===== src/rtl/pwm_capture_if.sv =====
// Capture-side bundle: enable and PWM pin in, decoded duty and period/high
// measurements plus status flags out.
interface pwm_capture_if #(
  parameter int N = 4,
  parameter int M = 7
);
  logic         ena;
  logic         pwm_in;
  logic [N-1:0] duty;
  logic         duty_valid;
  logic [M-1:0] high_ticks;
  logic [M-1:0] period_ticks;
  logic         stuck;
  logic         overrun;

  modport master (
    output ena, pwm_in,
    input  duty, duty_valid, high_ticks, period_ticks, stuck, overrun
  );

  modport slave (
    input  ena, pwm_in,
    output duty, duty_valid, high_ticks, period_ticks, stuck, overrun
  );
endinterface


===== src/rtl/pwm_capture.sv =====
// PWM capture: measures period and high time of a synchronized PWM input and
// reduces them to an N-bit duty code with a serial restoring divider.
module pwm_capture #(
  parameter int N = 4,
  parameter int M = 7
) (
  input  logic           clk,
  input  logic           rst,
  pwm_capture_if.slave   bus
);

  localparam int            CW        = $clog2(N + 1);
  localparam logic [M-1:0]  MAX_TICKS = '1;
  localparam logic [M-1:0]  ONE_TICK  = M'(1);
  localparam logic [N-1:0]  MAX_DUTY  = '1;
  localparam logic [CW-1:0] LAST_BIT  = CW'(N - 1);
  localparam logic [CW-1:0] ONE_BIT   = CW'(1);

  typedef enum logic [1:0] {IDLE, ARMED, DIV, STUCK} state_t;

  state_t        state;
  logic          s1, s2, s3;
  logic [M-1:0]  per_cnt, hi_cnt;
  logic [M-1:0]  p_lat, h_lat;
  logic [M:0]    rem;
  logic [N-1:0]  quo;
  logic [CW-1:0] bit_cnt;
  logic          clamp, discard;

  logic          rise;
  logic [M:0]    shifted;
  logic          fits;
  logic [N-1:0]  quo_next;

  assign rise     = s2 & ~s3;
  assign shifted  = {rem[M-1:0], 1'b0};
  assign fits     = (shifted >= {1'b0, p_lat});
  assign quo_next = N'({quo, fits});

  always_ff @(posedge clk or negedge rst) begin
    if (!rst) begin
      s1 <= 1'b0;
      s2 <= 1'b0;
      s3 <= 1'b0;
    end else begin
      s1 <= bus.pwm_in;
      s2 <= s1;
      s3 <= s2;
    end
  end

  // Both counters restart at 1 on a rise because s2 is already high that cycle.
  always_ff @(posedge clk or negedge rst) begin
    if (!rst) begin
      per_cnt <= '0;
      hi_cnt  <= '0;
    end else if (!bus.ena) begin
      per_cnt <= '0;
      hi_cnt  <= '0;
    end else if (rise) begin
      per_cnt <= ONE_TICK;
      hi_cnt  <= ONE_TICK;
    end else begin
      if (per_cnt != MAX_TICKS)
        per_cnt <= per_cnt + ONE_TICK;
      if (s2 && (hi_cnt != MAX_TICKS))
        hi_cnt <= hi_cnt + ONE_TICK;
    end
  end

  always_ff @(posedge clk or negedge rst) begin
    if (!rst) begin
      state            <= IDLE;
      p_lat            <= '0;
      h_lat            <= '0;
      rem              <= '0;
      quo              <= '0;
      bit_cnt          <= '0;
      clamp            <= 1'b0;
      discard          <= 1'b0;
      bus.duty         <= '0;
      bus.duty_valid   <= 1'b0;
      bus.high_ticks   <= '0;
      bus.period_ticks <= '0;
      bus.stuck        <= 1'b0;
      bus.overrun      <= 1'b0;
    end else begin
      bus.duty_valid <= 1'b0;
      if (!bus.ena) begin
        state       <= IDLE;
        bus.overrun <= 1'b0;
      end else begin
        case (state)
          IDLE: begin
            if (rise)
              state <= ARMED;
          end
          ARMED: begin
            if (rise) begin
              p_lat   <= per_cnt;
              h_lat   <= hi_cnt;
              rem     <= {1'b0, hi_cnt};
              quo     <= '0;
              bit_cnt <= '0;
              clamp   <= (hi_cnt >= per_cnt);
              discard <= 1'b0;
              state   <= DIV;
            end else if (per_cnt == MAX_TICKS) begin
              state            <= STUCK;
              bus.stuck        <= 1'b1;
              bus.duty         <= s2 ? MAX_DUTY : '0;
              bus.high_ticks   <= s2 ? MAX_TICKS : '0;
              bus.period_ticks <= MAX_TICKS;
              bus.duty_valid   <= 1'b1;
            end
          end
          DIV: begin
            // The low N dividend bits are zero, so only zeros shift in.
            rem     <= fits ? (shifted - {1'b0, p_lat}) : shifted;
            quo     <= quo_next;
            bit_cnt <= bit_cnt + ONE_BIT;
            if (rise) begin
              discard     <= 1'b1;
              bus.overrun <= 1'b1;
            end
            if (bit_cnt == LAST_BIT) begin
              state <= ARMED;
              if (!(discard || rise)) begin
                bus.duty         <= clamp ? MAX_DUTY : quo_next;
                bus.high_ticks   <= h_lat;
                bus.period_ticks <= p_lat;
                bus.duty_valid   <= 1'b1;
              end
            end
          end
          STUCK: begin
            if (rise) begin
              bus.stuck <= 1'b0;
              state     <= ARMED;
            end
          end
          default: state <= IDLE;
        endcase
      end
    end
  end

endmodule


===== src/flat_wrapper.sv =====
// flat-port wrapper written by rule: the top's interface ports become plain ports
module pwm_capture_flat 
#(
  parameter int N = 4,
  parameter int M = 7
)
  (clk, rst, bus_ena, bus_pwm_in, bus_duty, bus_duty_valid, bus_high_ticks, bus_period_ticks, bus_stuck, bus_overrun);
  pwm_capture_if #(.N(N), .M(M)) bus_i ();
  input  logic clk;
  input  logic rst;
  input wire logic [$bits(bus_i.ena)-1:0] bus_ena;
  input wire logic [$bits(bus_i.pwm_in)-1:0] bus_pwm_in;
  output wire logic [$bits(bus_i.duty)-1:0] bus_duty;
  output wire logic [$bits(bus_i.duty_valid)-1:0] bus_duty_valid;
  output wire logic [$bits(bus_i.high_ticks)-1:0] bus_high_ticks;
  output wire logic [$bits(bus_i.period_ticks)-1:0] bus_period_ticks;
  output wire logic [$bits(bus_i.stuck)-1:0] bus_stuck;
  output wire logic [$bits(bus_i.overrun)-1:0] bus_overrun;
  assign bus_i.ena = bus_ena;
  assign bus_i.pwm_in = bus_pwm_in;
  assign bus_duty = bus_i.duty;
  assign bus_duty_valid = bus_i.duty_valid;
  assign bus_high_ticks = bus_i.high_ticks;
  assign bus_period_ticks = bus_i.period_ticks;
  assign bus_stuck = bus_i.stuck;
  assign bus_overrun = bus_i.overrun;
  pwm_capture #(.N(N), .M(M)) u_core (.clk(clk), .rst(rst), .bus(bus_i));
endmodule

===== config.mk =====
export PLATFORM = sky130hd
export DESIGN_NAME = pwm_capture_flat
export DESIGN_NICKNAME = d
export VERILOG_FILES = /design/src/rtl/pwm_capture_if.sv /design/src/rtl/pwm_capture.sv /design/src/flat_wrapper.sv
export SDC_FILE = /design/constraint.sdc
export NUM_CORES = 1
export LEC_CHECK = 0
export ABC_AREA = 1
export CAP_MARGIN = 5
export CORE_ASPECT_RATIO = 1.1
export CORE_UTILIZATION = 37
export CTS_BUF_LIST = sky130_fd_sc_hd__clkbuf_8 sky130_fd_sc_hd__clkbuf_16
export DETAILED_ROUTE_END_ITERATION = 6
export GPL_ROUTABILITY_DRIVEN = 0
export PLACE_DENSITY = 0.61
export SYNTH_ARGS = -nofsm -noshare
export SYNTH_HDL_FRONTEND = slang
export SYNTH_SLANG_ARGS = --single-unit

===== constraint.sdc =====
create_clock -name clk -period 3.7 [get_ports clk]
set_input_delay 0.555 -clock clk [delete_from_list [all_inputs] [get_ports clk]]
set_output_delay 0.555 -clock clk [all_outputs]
set_load 0.005 [all_outputs]

==> impl_metrics.env, run 1 <==
export IMPL_outcome="finished, violations left"
export IMPL_violations="design-rule violations"
export IMPL_overflow=0
export IMPL_crit_path_start_kind="input pin"
export IMPL_hold_viol=0
export IMPL_slew_headroom_pct=48.2
export IMPL_initial_utilization_pct=37.8
export IMPL_setup_viol=0
export IMPL_reg2reg_from="u_core.state[0]$_DFFE_PN0P_"
export IMPL_fin_cells=576
export IMPL_path_class="in2reg"
export IMPL_fmax_ghz=0.429
export IMPL_r2r_slack_ns=1.51
export IMPL_drc=4
export IMPL_antenna_diode_count=0
export IMPL_grt_pass1_wl_um=13500
export IMPL_die_area_um2=10500
export IMPL_routedWlPerCell_um=13.5
export IMPL_finClkSkew_ns=0.0214
export IMPL_final_design_area_no_fill_um2=4240
export IMPL_ys_ff_latch=69
export IMPL_grt_pass1_vias=2799
export IMPL_nFillCells=989
export IMPL_numCtsBuffers=9
export IMPL_end_kind="register"
export IMPL_synth_top_area_cell="dfrtp_1"
export IMPL_synthTopCellsByArea="dfrtp_1 46%, ha_1 7.4%, nand2_1 7.2%"
export IMPL_worstMarginPinSlew_ns=0.774
export IMPL_rows=38
export IMPL_tns_ns=0
export IMPL_p_per_area_nw_per_um2=729
export IMPL_clk_pin_slew_ns=0.09
export IMPL_cts_tree="done"
export IMPL_routed_via_density=5.04
export IMPL_dpl_cell_area_um2=4030
export IMPL_cts_max_level=3
export IMPL_fin_crit_ns=2.33
export IMPL_slew_violations=0
export IMPL_place_inst=560
export IMPL_portBuffers=24
export IMPL_hold_class="in2async"
export IMPL_syn_nets=452
export IMPL_coreArea_um2=9840
export IMPL_synthTopCellsByCount="71 x nand2_1, 69 x dfrtp_1, 48 x inv_1"
export IMPL_worstRegToRegCells=7
export IMPL_clockBufferDepth=2
export IMPL_die_w_um=97.6
export IMPL_whs_ns=0.248
export IMPL_cts_sinks=69
export IMPL_rsz0062_at_grt="false"
export IMPL_arrival_ns=2.57
export IMPL_pre_cts_slack_ns=1.01
export IMPL_postCtsHoldBufs=0
export IMPL_avgSynthCellArea_um2=8.75
export IMPL_syn_inst=425
export IMPL_pin_count=25
export IMPL_synth_warnings=0
export IMPL_async_flop_share_pct=100
export IMPL_drive_gt1_share_pct=8.77
export IMPL_wirelength_um=7770
export IMPL_cts_setup_buffers=0
export IMPL_synth_most_common_cell="nand2_1"
export IMPL_ant_nets=0
export IMPL_syn_to_final_growth_pct=13.9
export IMPL_fin_ws_ns=1.37
export IMPL_root_buffer="clkbuf_8"
export IMPL_p_leak_nw=1.83
export IMPL_ir_worst_vdd_v=0.000302
export IMPL_synth_flop_cell="dfrtp_1"
export IMPL_netlist_area_um2=3720
export IMPL_synth_edff_count=0
export IMPL_cts_resized=0
export IMPL_antenna_found_initial=0
export IMPL_drtIter0Drc=199
export IMPL_synth_cell_type_count=41
export IMPL_period_share_pct=63.1
export IMPL_first_pass_iters=7
export IMPL_rr_endpoint="u_core.state[1]$_DFFE_PN0P_"
export IMPL_cp_max_fo=12
export IMPL_place_hpwl_um=5730
export IMPL_ys_seq_area_share_pct=46.4
export IMPL_crit_required_ns=3.93
export IMPL_routed_via_count=2903
export IMPL_nets=478
export IMPL_clock_latency_ns=0.35
export IMPL_synth_top_area_share_pct=46.4
export IMPL_chipHeight_um=107
export IMPL_maxCapViolCount=0
export IMPL_grt_max_degree=36
export IMPL_grt_usage_pct=16.4
==> report_power, final <==
| group | switching [mW] | total (mW) | leakage (nW) | internal (mW) |
|---|---|---|---|---|
| Clock | 0.321 | 0.641 | 0.0968 | 0.319 |
| Combinational | 0.745 | 1.35 | 0.876 | 0.606 |
| Sequential | 0.129 | 1.10 | 0.862 | 0.967 |
==> worst max-delay path by stage <==
stage / startpoint / endpoint / slack (ns) / cells after the start
detailed placement: bus_ena / u_core.per_cnt[5]$_DFFE_PN0P_ / 1.01 / 8
floorplan: u_core.state[0]$_DFFE_PN0P_ / u_core.bus.period_ticks[0]$_DFFE_PN0P_ / 2.03 / 10
CTS: bus_ena / u_core.per_cnt[5]$_DFFE_PN0P_ / 1.38 / 8
global route: bus_ena / u_core.per_cnt[5]$_DFFE_PN0P_ / 1.19 / 9
finish: bus_ena / u_core.per_cnt[5]$_DFFE_PN0P_ / 1.37 / 8
global placement: bus_ena / u_core.per_cnt[5]$_DFFE_PN0P_ / 1.07 / 8
==> registers in the layout, indices dropped and copies added (netlist names), 3 cells and up <==
register	cells
u_core.h_lat	7
u_core.bus.period_ticks	7
u_core.bit_cnt	3
u_core.hi_cnt	7
u_core.bus.high_ticks	7
u_core.rem	7
u_core.bus.duty	4
u_core.quo	3
u_core.p_lat	7
u_core.per_cnt	7
==> per-layer routing <==
| layer | track usage (%) | up-vias | part of all wire (%) |
|---|---|---|---|
| met5 | 0 | - | 0 |
| met4 | 7.25 | 0 | 1.4 |
| met3 | 2.87 | 8 | 2.9 |
| met2 | 26.7 | 46 | 48 |
| met1 | 21.4 | 1373 | 48 |
| li1 | - | 1476 | - |
==> stage by stage <==
step	utilization, %	power, mW
2_1_floorplan	-	2.08
3_3_place_gp	41.0	2.46
3_5_place_dp	41.0	2.48
4_1_cts	43.0	3.12
5_1_grt	43.0	3.35
6_report	43.0	3.09
==> placed cells by master (no fill, tap or decap), drive strengths merged, types with 3 or more instances in the layout <==
| master | count |
|---|---|
| nand3b | 4 |
| nand2 | 78 |
| nor2 | 33 |
| o21ai | 39 |
| a21oi | 38 |
| nand4 | 4 |
| ha | 22 |
| clkdlybuf4s50 | 23 |
| clkbuf | 9 |
| dfrtp | 69 |
| o21a | 19 |
| nor3 | 4 |
| buf | 4 |
| inv | 54 |
| nand3 | 37 |
| o211ai | 3 |
==> cell type report <==
class | instances | area (µm²) | area share, %
Sequential cell | 69 | 1730 | 40.8
Timing Repair Buffer | 27 | 258 | 6.09
Multi-Input combinational cell | 293 | 1700 | 40.2
Inverter | 51 | 194 | 4.58
Clock buffer | 9 | 124 | 2.92
Tap cell | 120 | 150 | 3.55
Clock inverter | 7 | 80.1 | 1.89
==> kinds of logic after synthesis <==
| logic type | after synthesis | synth area share [%] |
|---|---|---|
| AO/OA/AOI/OAI | 105 | 16.5 |
| adder cells (fa/ha/maj) | 23 | 7.94 |
| multiplexers | 1 | 0.269 |
| XOR/XNOR | 3 | 0.706 |
| flip-flops | 69 | 46.4 |
| AND/OR/NAND/NOR | 161 | 20.3 |
| buffers and inverters | 63 | 7.80 |
==> worst max-delay path, cell delays in order <==
cell and delay (ns):
clkdlybuf4s50_1 0.73, inv_4 0.09, nor2_1 0.62, nand2_1 0.22
nand2_1 0.10, nor2_1 0.06, a21oi_1 0.13, nor2_1 0.06
Power figures use the tool's default switching activity.
==> run 2, diff against run 1 <==
==> constraint.sdc (replaced) <==
create_clock -name clk -period 2.4 [get_ports clk]
set_input_delay 0.36 -clock clk [delete_from_list [all_inputs] [get_ports clk]]
set_output_delay 0.36 -clock clk [all_outputs]
set_load 0.005 [all_outputs]
==> impl_metrics.env, run 2 (synthesized netlist as in run 1, its figures left out) <==
export IMPL_outcome="finished, violations left"
export IMPL_violations="design-rule violations"
export IMPL_place_inst=561
export IMPL_dpl_cell_area_um2=4050
export IMPL_drtIter0Drc=136
export IMPL_rows=38
export IMPL_maxCapViolCount=0
export IMPL_routedWlPerCell_um=13.8
export IMPL_fin_cells=577
export IMPL_slew_headroom_pct=57.5
export IMPL_worstRegToRegCells=9
export IMPL_cts_tree="done"
export IMPL_arrival_ns=2.23
export IMPL_internal_power_mw=2.85
export IMPL_overflow=0
export IMPL_first_pass_iters=7
export IMPL_crit_top_cell="inv_1"
export IMPL_crit_required_ns=2.64
export IMPL_antenna_found_initial=0
export IMPL_root_buffer="clkbuf_8"
export IMPL_final_common_cell="nand2_1"
export IMPL_routed_via_density=5.08
export IMPL_end_kind="register"
export IMPL_cp_depth=9
export IMPL_clockBufferDepth=2
export IMPL_antenna_diode_count=0
export IMPL_clk_pin_slew_ns=0.08
export IMPL_period_share_pct=82.9
export IMPL_p_per_area_nw_per_um2=1100
export IMPL_place_hpwl_um=5900
export IMPL_hold_viol=0
export IMPL_postCtsHoldBufs=0
export IMPL_final_design_area_no_fill_um2=4230
export IMPL_cts_setup_buffers=0
export IMPL_syn_to_final_growth_pct=13.7
export IMPL_clock_latency_ns=0.34
export IMPL_r2r_slack_ns=0.41
export IMPL_finClkSkew_ns=0.00648
export IMPL_final_cell_mix="71 x nand2_1, 69 x dfrtp_1, 49 x inv_1, 36 x a21oi_1, 35 x nand3_1"
export IMPL_numCtsBuffers=9
export IMPL_hold_class="in2async"
export IMPL_crit_chain="inv_1, ha_1, nor2_4, inv_1, a21oi_4, nand2_4, nor2_8, nand3_1, o21a_1"
export IMPL_seq_power_share_pct=36.5
export IMPL_nets=479
export IMPL_grt_pass1_vias=2811
export IMPL_grt_pass1_wl_um=13600
export IMPL_chipHeight_um=107
export IMPL_drc=4
export IMPL_tns_ns=0
export IMPL_cts_resized=0
export IMPL_cp_slowest_cell="dfrtp_1"
export IMPL_ir_worst_vdd_v=0.000427
export IMPL_portBuffers=24
export IMPL_rsz0062_at_grt="false"
export IMPL_initial_utilization_pct=37.8
export IMPL_p_sw_mw=1.81
export IMPL_cts_sinks=69
export IMPL_cp_max_fo=35
export IMPL_coreArea_um2=9840
export IMPL_grt_usage_pct=16.5
export IMPL_die_area_um2=10500
export IMPL_pwr_share_comb_pct=45.0
export IMPL_slew_violations=0
export IMPL_power_mw=4.66
export IMPL_worst_path_dominant_cell_family="simple AND/OR/NAND/NOR gates"
export IMPL_path_buf_inv=2
export IMPL_clock_power_share_pct=18.5
export IMPL_grt_max_degree=44
export IMPL_die_w_um=97.6
export IMPL_p_sw_share_pct=38.8
export IMPL_wirelength_um=7980
export IMPL_routed_via_count=2930
export IMPL_crit_path_start_kind="register"
export IMPL_ant_nets=0
export IMPL_drive_gt1_share_pct=8.75
export IMPL_p_leak_nw=1.84
export IMPL_pin_count=25
export IMPL_cts_max_level=3
export IMPL_path_class="reg2reg"
export IMPL_fin_crit_ns=1.99
export IMPL_critPathMaxStageDelay_ns=0.40
export IMPL_setup_viol=0
export IMPL_fmax_ghz=0.503
export IMPL_worstMarginPinSlew_ns=0.638
[run 2: changes by cell type in the layout (fill, tap and decap cells not counted), sizes merged]
cell | before | now
buf | 4 | 5
bufinv | 1 | 0
clkbuf | 9 | 11
clkinv | 1 | 3
clkinvlp | 2 | 1
inv | 54 | 52
[run 2: per-stage QoR]
| step | setup slack (ns) | utilization, % | hold slack, ns |
|---|---|---|---|
| after CTS | 0.391 | 43.0 | 0.0439 |
| after global routing | 0.243 | 43.0 | 0.0687 |
| after floorplan | 0.727 | - | 0.0644 |
| final | 0.411 | 43.0 | 0.0335 |
| after detailed placement | 0.276 | 41.2 | 0.335 |
| after global placement | 0.344 | 41.2 | 0.335 |
[run 2: area by class of cell]
cell class / instances / area [µm²]
Clock inverter: 5 / 26.3
Multi-Input combinational cell: 293 / 1700
Inverter: 51 / 194
Sequential cell: 69 / 1730
Clock buffer: 11 / 151
Fill cell: 995 / 5610
Timing Repair Buffer: 28 / 278
Tap cell: 120 / 150
[run 2: power by group through the flow]
stage / Combinational (mW) / Sequential [mW] / Clock (mW)
floorplan: 1.51 / 1.69 / 0
global route: 2.37 / 1.75 / 0.927
CTS: 2.12 / 1.71 / 0.888
global placement: 2.07 / 1.72 / 0
detailed placement: 2.12 / 1.73 / 0
finish: 2.10 / 1.70 / 0.863
[run 2: metal layers]
layer  GRT usage (%)  routed length, µm  up-vias
li1                -                  -     1470
met1            21.7               3900     1405
met2            26.5               3740       42
met3            2.61                162       13
met4            8.23                172        0
met5               0                  0        -
[run 2: worst paths after layout]
kind | from | to
worst min register to register | u_core.s1$_DFF_PN0_ | u_core.s2$_DFF_PN0_
worst min-delay path | rst | u_core.bus.duty[3]$_DFFE_PN0P_
min in group clk | u_core.s1$_DFF_PN0_ | u_core.s2$_DFF_PN0_
max in group asynchronous | rst | u_core.per_cnt[3]$_DFFE_PN0P_
worst max register to register | u_core.state[0]$_DFFE_PN0P_ | u_core.bus.period_ticks[3]$_DFFE_PN0P_
worst max-delay path | u_core.state[0]$_DFFE_PN0P_ | u_core.bus.period_ticks[3]$_DFFE_PN0P_
==> run 3, diff against run 2 <==
--- a/config.mk
+++ b/config.mk
@@ -12,7 +12,7 @@
 export CTS_BUF_LIST = sky130_fd_sc_hd__clkbuf_8 sky130_fd_sc_hd__clkbuf_16
 export DETAILED_ROUTE_END_ITERATION = 6
 export GPL_ROUTABILITY_DRIVEN = 0
-export PLACE_DENSITY = 0.61
+export PLACE_DENSITY = 0.63
 export SYNTH_ARGS = -nofsm -noshare
 export SYNTH_HDL_FRONTEND = slang
 export SYNTH_SLANG_ARGS = --single-unit
==> constraint.sdc (replaced) <==
create_clock -name clk -period 1.8 [get_ports clk]
set_input_delay 0.27 -clock clk [delete_from_list [all_inputs] [get_ports clk]]
set_output_delay 0.27 -clock clk [all_outputs]
set_load 0.005 [all_outputs]
==> impl_metrics.env, run 3 (synthesized netlist as in run 1, its figures left out) <==
export IMPL_dpl_cell_area_um2=4310
export IMPL_place_inst=590
export IMPL_rows=38
export IMPL_root_buffer="clkbuf_8"
export IMPL_final_design_area_no_fill_um2=4690
export IMPL_final_common_cell="nand2_1"
export IMPL_p_per_area_nw_per_um2=1540
export IMPL_portBuffers=24
export IMPL_die_w_um=97.6
export IMPL_slew_violations=0
export IMPL_clockBufferDepth=2
export IMPL_wirelength_um=8580
export IMPL_crit_required_ns=2.04
export IMPL_antenna_diode_count=0
export IMPL_antenna_found_initial=0
export IMPL_period_share_pct=95.4
export IMPL_grt_usage_pct=17.3
export IMPL_grt_pass1_vias=2975
export IMPL_finClkSkew_ns=0.00894
export IMPL_p_leak_nw=2.04
export IMPL_coreArea_um2=9840
export IMPL_die_area_um2=10500
export IMPL_numCtsBuffers=9
export IMPL_fin_cells=609
export IMPL_tns_ns=0
export IMPL_place_hpwl_um=6190
export IMPL_routedWlPerCell_um=14.1
export IMPL_end_kind="register"
export IMPL_chipHeight_um=107
export IMPL_clock_latency_ns=0.35
export IMPL_setup_viol=0
export IMPL_crit_chain="ha_1, ha_1, nand3_2, a21oi_4, nand2_4, nor2_8, buf_12, buf_4, o21a_1"
export IMPL_seqCellArea_um2=1730
export IMPL_cts_sinks=69
export IMPL_path_buf_inv=2
export IMPL_drtIter0Drc=185
export IMPL_drive_gt1_share_pct=18.2
export IMPL_crit_top_cell="ha_1"
export IMPL_fin_crit_ns=1.72
export IMPL_power_mw=7.20
export IMPL_syn_to_final_growth_pct=26.0
export IMPL_overflow=0
export IMPL_cts_tree="done"
export IMPL_first_pass_iters=7
export IMPL_grt_pass1_wl_um=14100
export IMPL_outcome="finished, violations left"
export IMPL_routed_via_count=3070
export IMPL_clk_pin_slew_ns=0.08
export IMPL_cp_slowest_cell="dfrtp_1"
export IMPL_ir_worst_vdd_v=0.000649
export IMPL_arrival_ns=1.96
export IMPL_crit_path_start_kind="register"
export IMPL_worstMarginPinSlew_ns=0.550
export IMPL_cp_max_fo=13
export IMPL_path_class="reg2reg"
export IMPL_ant_nets=0
export IMPL_whs_ns=0.361
export IMPL_worst_path_dominant_cell_family="adder cells"
export IMPL_routed_via_density=5.04
export IMPL_nets=511
export IMPL_hold_viol=0
export IMPL_pin_count=25
export IMPL_critPathMaxStageDelay_ns=0.40
export IMPL_drc=6
export IMPL_fmax_ghz=0.582
export IMPL_hold_class="in2reg"
export IMPL_initial_utilization_pct=37.8
export IMPL_final_cell_mix="69 x nand2_1, 68 x dfrtp_1, 47 x inv_1, 36 x a21oi_1, 34 x nand3_1"
export IMPL_grt_max_degree=31
export IMPL_multi_input_area_um2=1830
export IMPL_violations="design-rule violations"
export IMPL_slew_headroom_pct=63.3
export IMPL_maxCapViolCount=0
export IMPL_cts_max_level=3
export IMPL_nFillCells=926
[run 3: changes by cell type in the layout (fill, tap and decap cells not counted), moves of 3 or more]
cell,previous run,this run
ha_1,22,13
ha_4,0,7
buf_12,1,4
buf_4,3,30
[run 3: path summary, 6_finish.rpt]
path	slack, ns	to	cells after the start	startpoint
min in group asynchronous	0.44	u_core.hi_cnt[5]$_DFFE_PN0P_	2	rst
worst max register to register	0.08	u_core.bus.period_ticks[5]$_DFFE_PN0P_	9	u_core.bit_cnt[0]$_DFFE_PN0P_
max in group asynchronous	0.81	u_core.rem[0]$_DFFE_PN0P_	3	rst
worst max-delay path	0.08	u_core.bus.period_ticks[5]$_DFFE_PN0P_	9	u_core.bit_cnt[0]$_DFFE_PN0P_
worst min-delay path	0.36	u_core.s1$_DFF_PN0_	1	bus_pwm_in
worst min register to register	0.36	u_core.s2$_DFF_PN0_	0	u_core.s1$_DFF_PN0_
[run 3: cell type report]
class,instances,area share [%]
Multi-Input combinational cell,293,38.9
Clock inverter,7,1.95
Tap cell,120,3.20
Inverter,51,4.14
Sequential cell,69,36.9
Clock buffer,9,2.64
Timing Repair Buffer,60,12.3
[run 3: power breakdown]
part | total [mW] | leakage, nW | internal [mW] | switching, mW
combinational | 3.53 | 1.07 | 1.77 | 1.76
clock | 1.39 | 0.114 | 0.775 | 0.611
sequential | 2.28 | 0.861 | 1.99 | 0.294
total | 7.20 | 2.04 | 4.53 | 2.67
[run 3: through the flow]
stage                     worst slack, ns  util [%]
after global placement           -0.00659      43.8
after detailed placement          -0.0348      43.8
after floorplan                     0.127         -
after CTS                         0.00236      46.1
final                              0.0827      47.6
after global routing             -0.00847      47.6
[run 3: routing by layer]
layer / vias to the layer above / share of wire, % / GRT usage [%]
met5: - / 0 / 0
met4: 0 / 2.3 / 7.58
met3: 13 / 3.3 / 3.13
met2: 53 / 50 / 29.3
met1: 1463 / 45 / 21.5
li1: 1541 / - / -
[run 3: worst register-to-register path: cells and delay by family, from the launching register on]
kind / cells / cell delay, ns
AOI/OAI and AO/OA: 2 / 0.23
adders and majority gates: 2 / 0.43
buffers and inverters: 2 / 0.31
DFF: 1 / 0.40
and+or+nand+nor: 3 / 0.25
[run 3: timing repair]
| item | in CTS | in global routing |
|---|---|---|
| pin swaps | 0 | 3 |
| setup buffers | 0 | 1 |
| setup endpoints to repair | 8 | 29 |
| gates cloned | 0 | 1 |
| gates resized for setup | 2 | 21 |
| hold buffers | 1 | 0 |
| endpoints found under the hold margin | 18 | 0 |
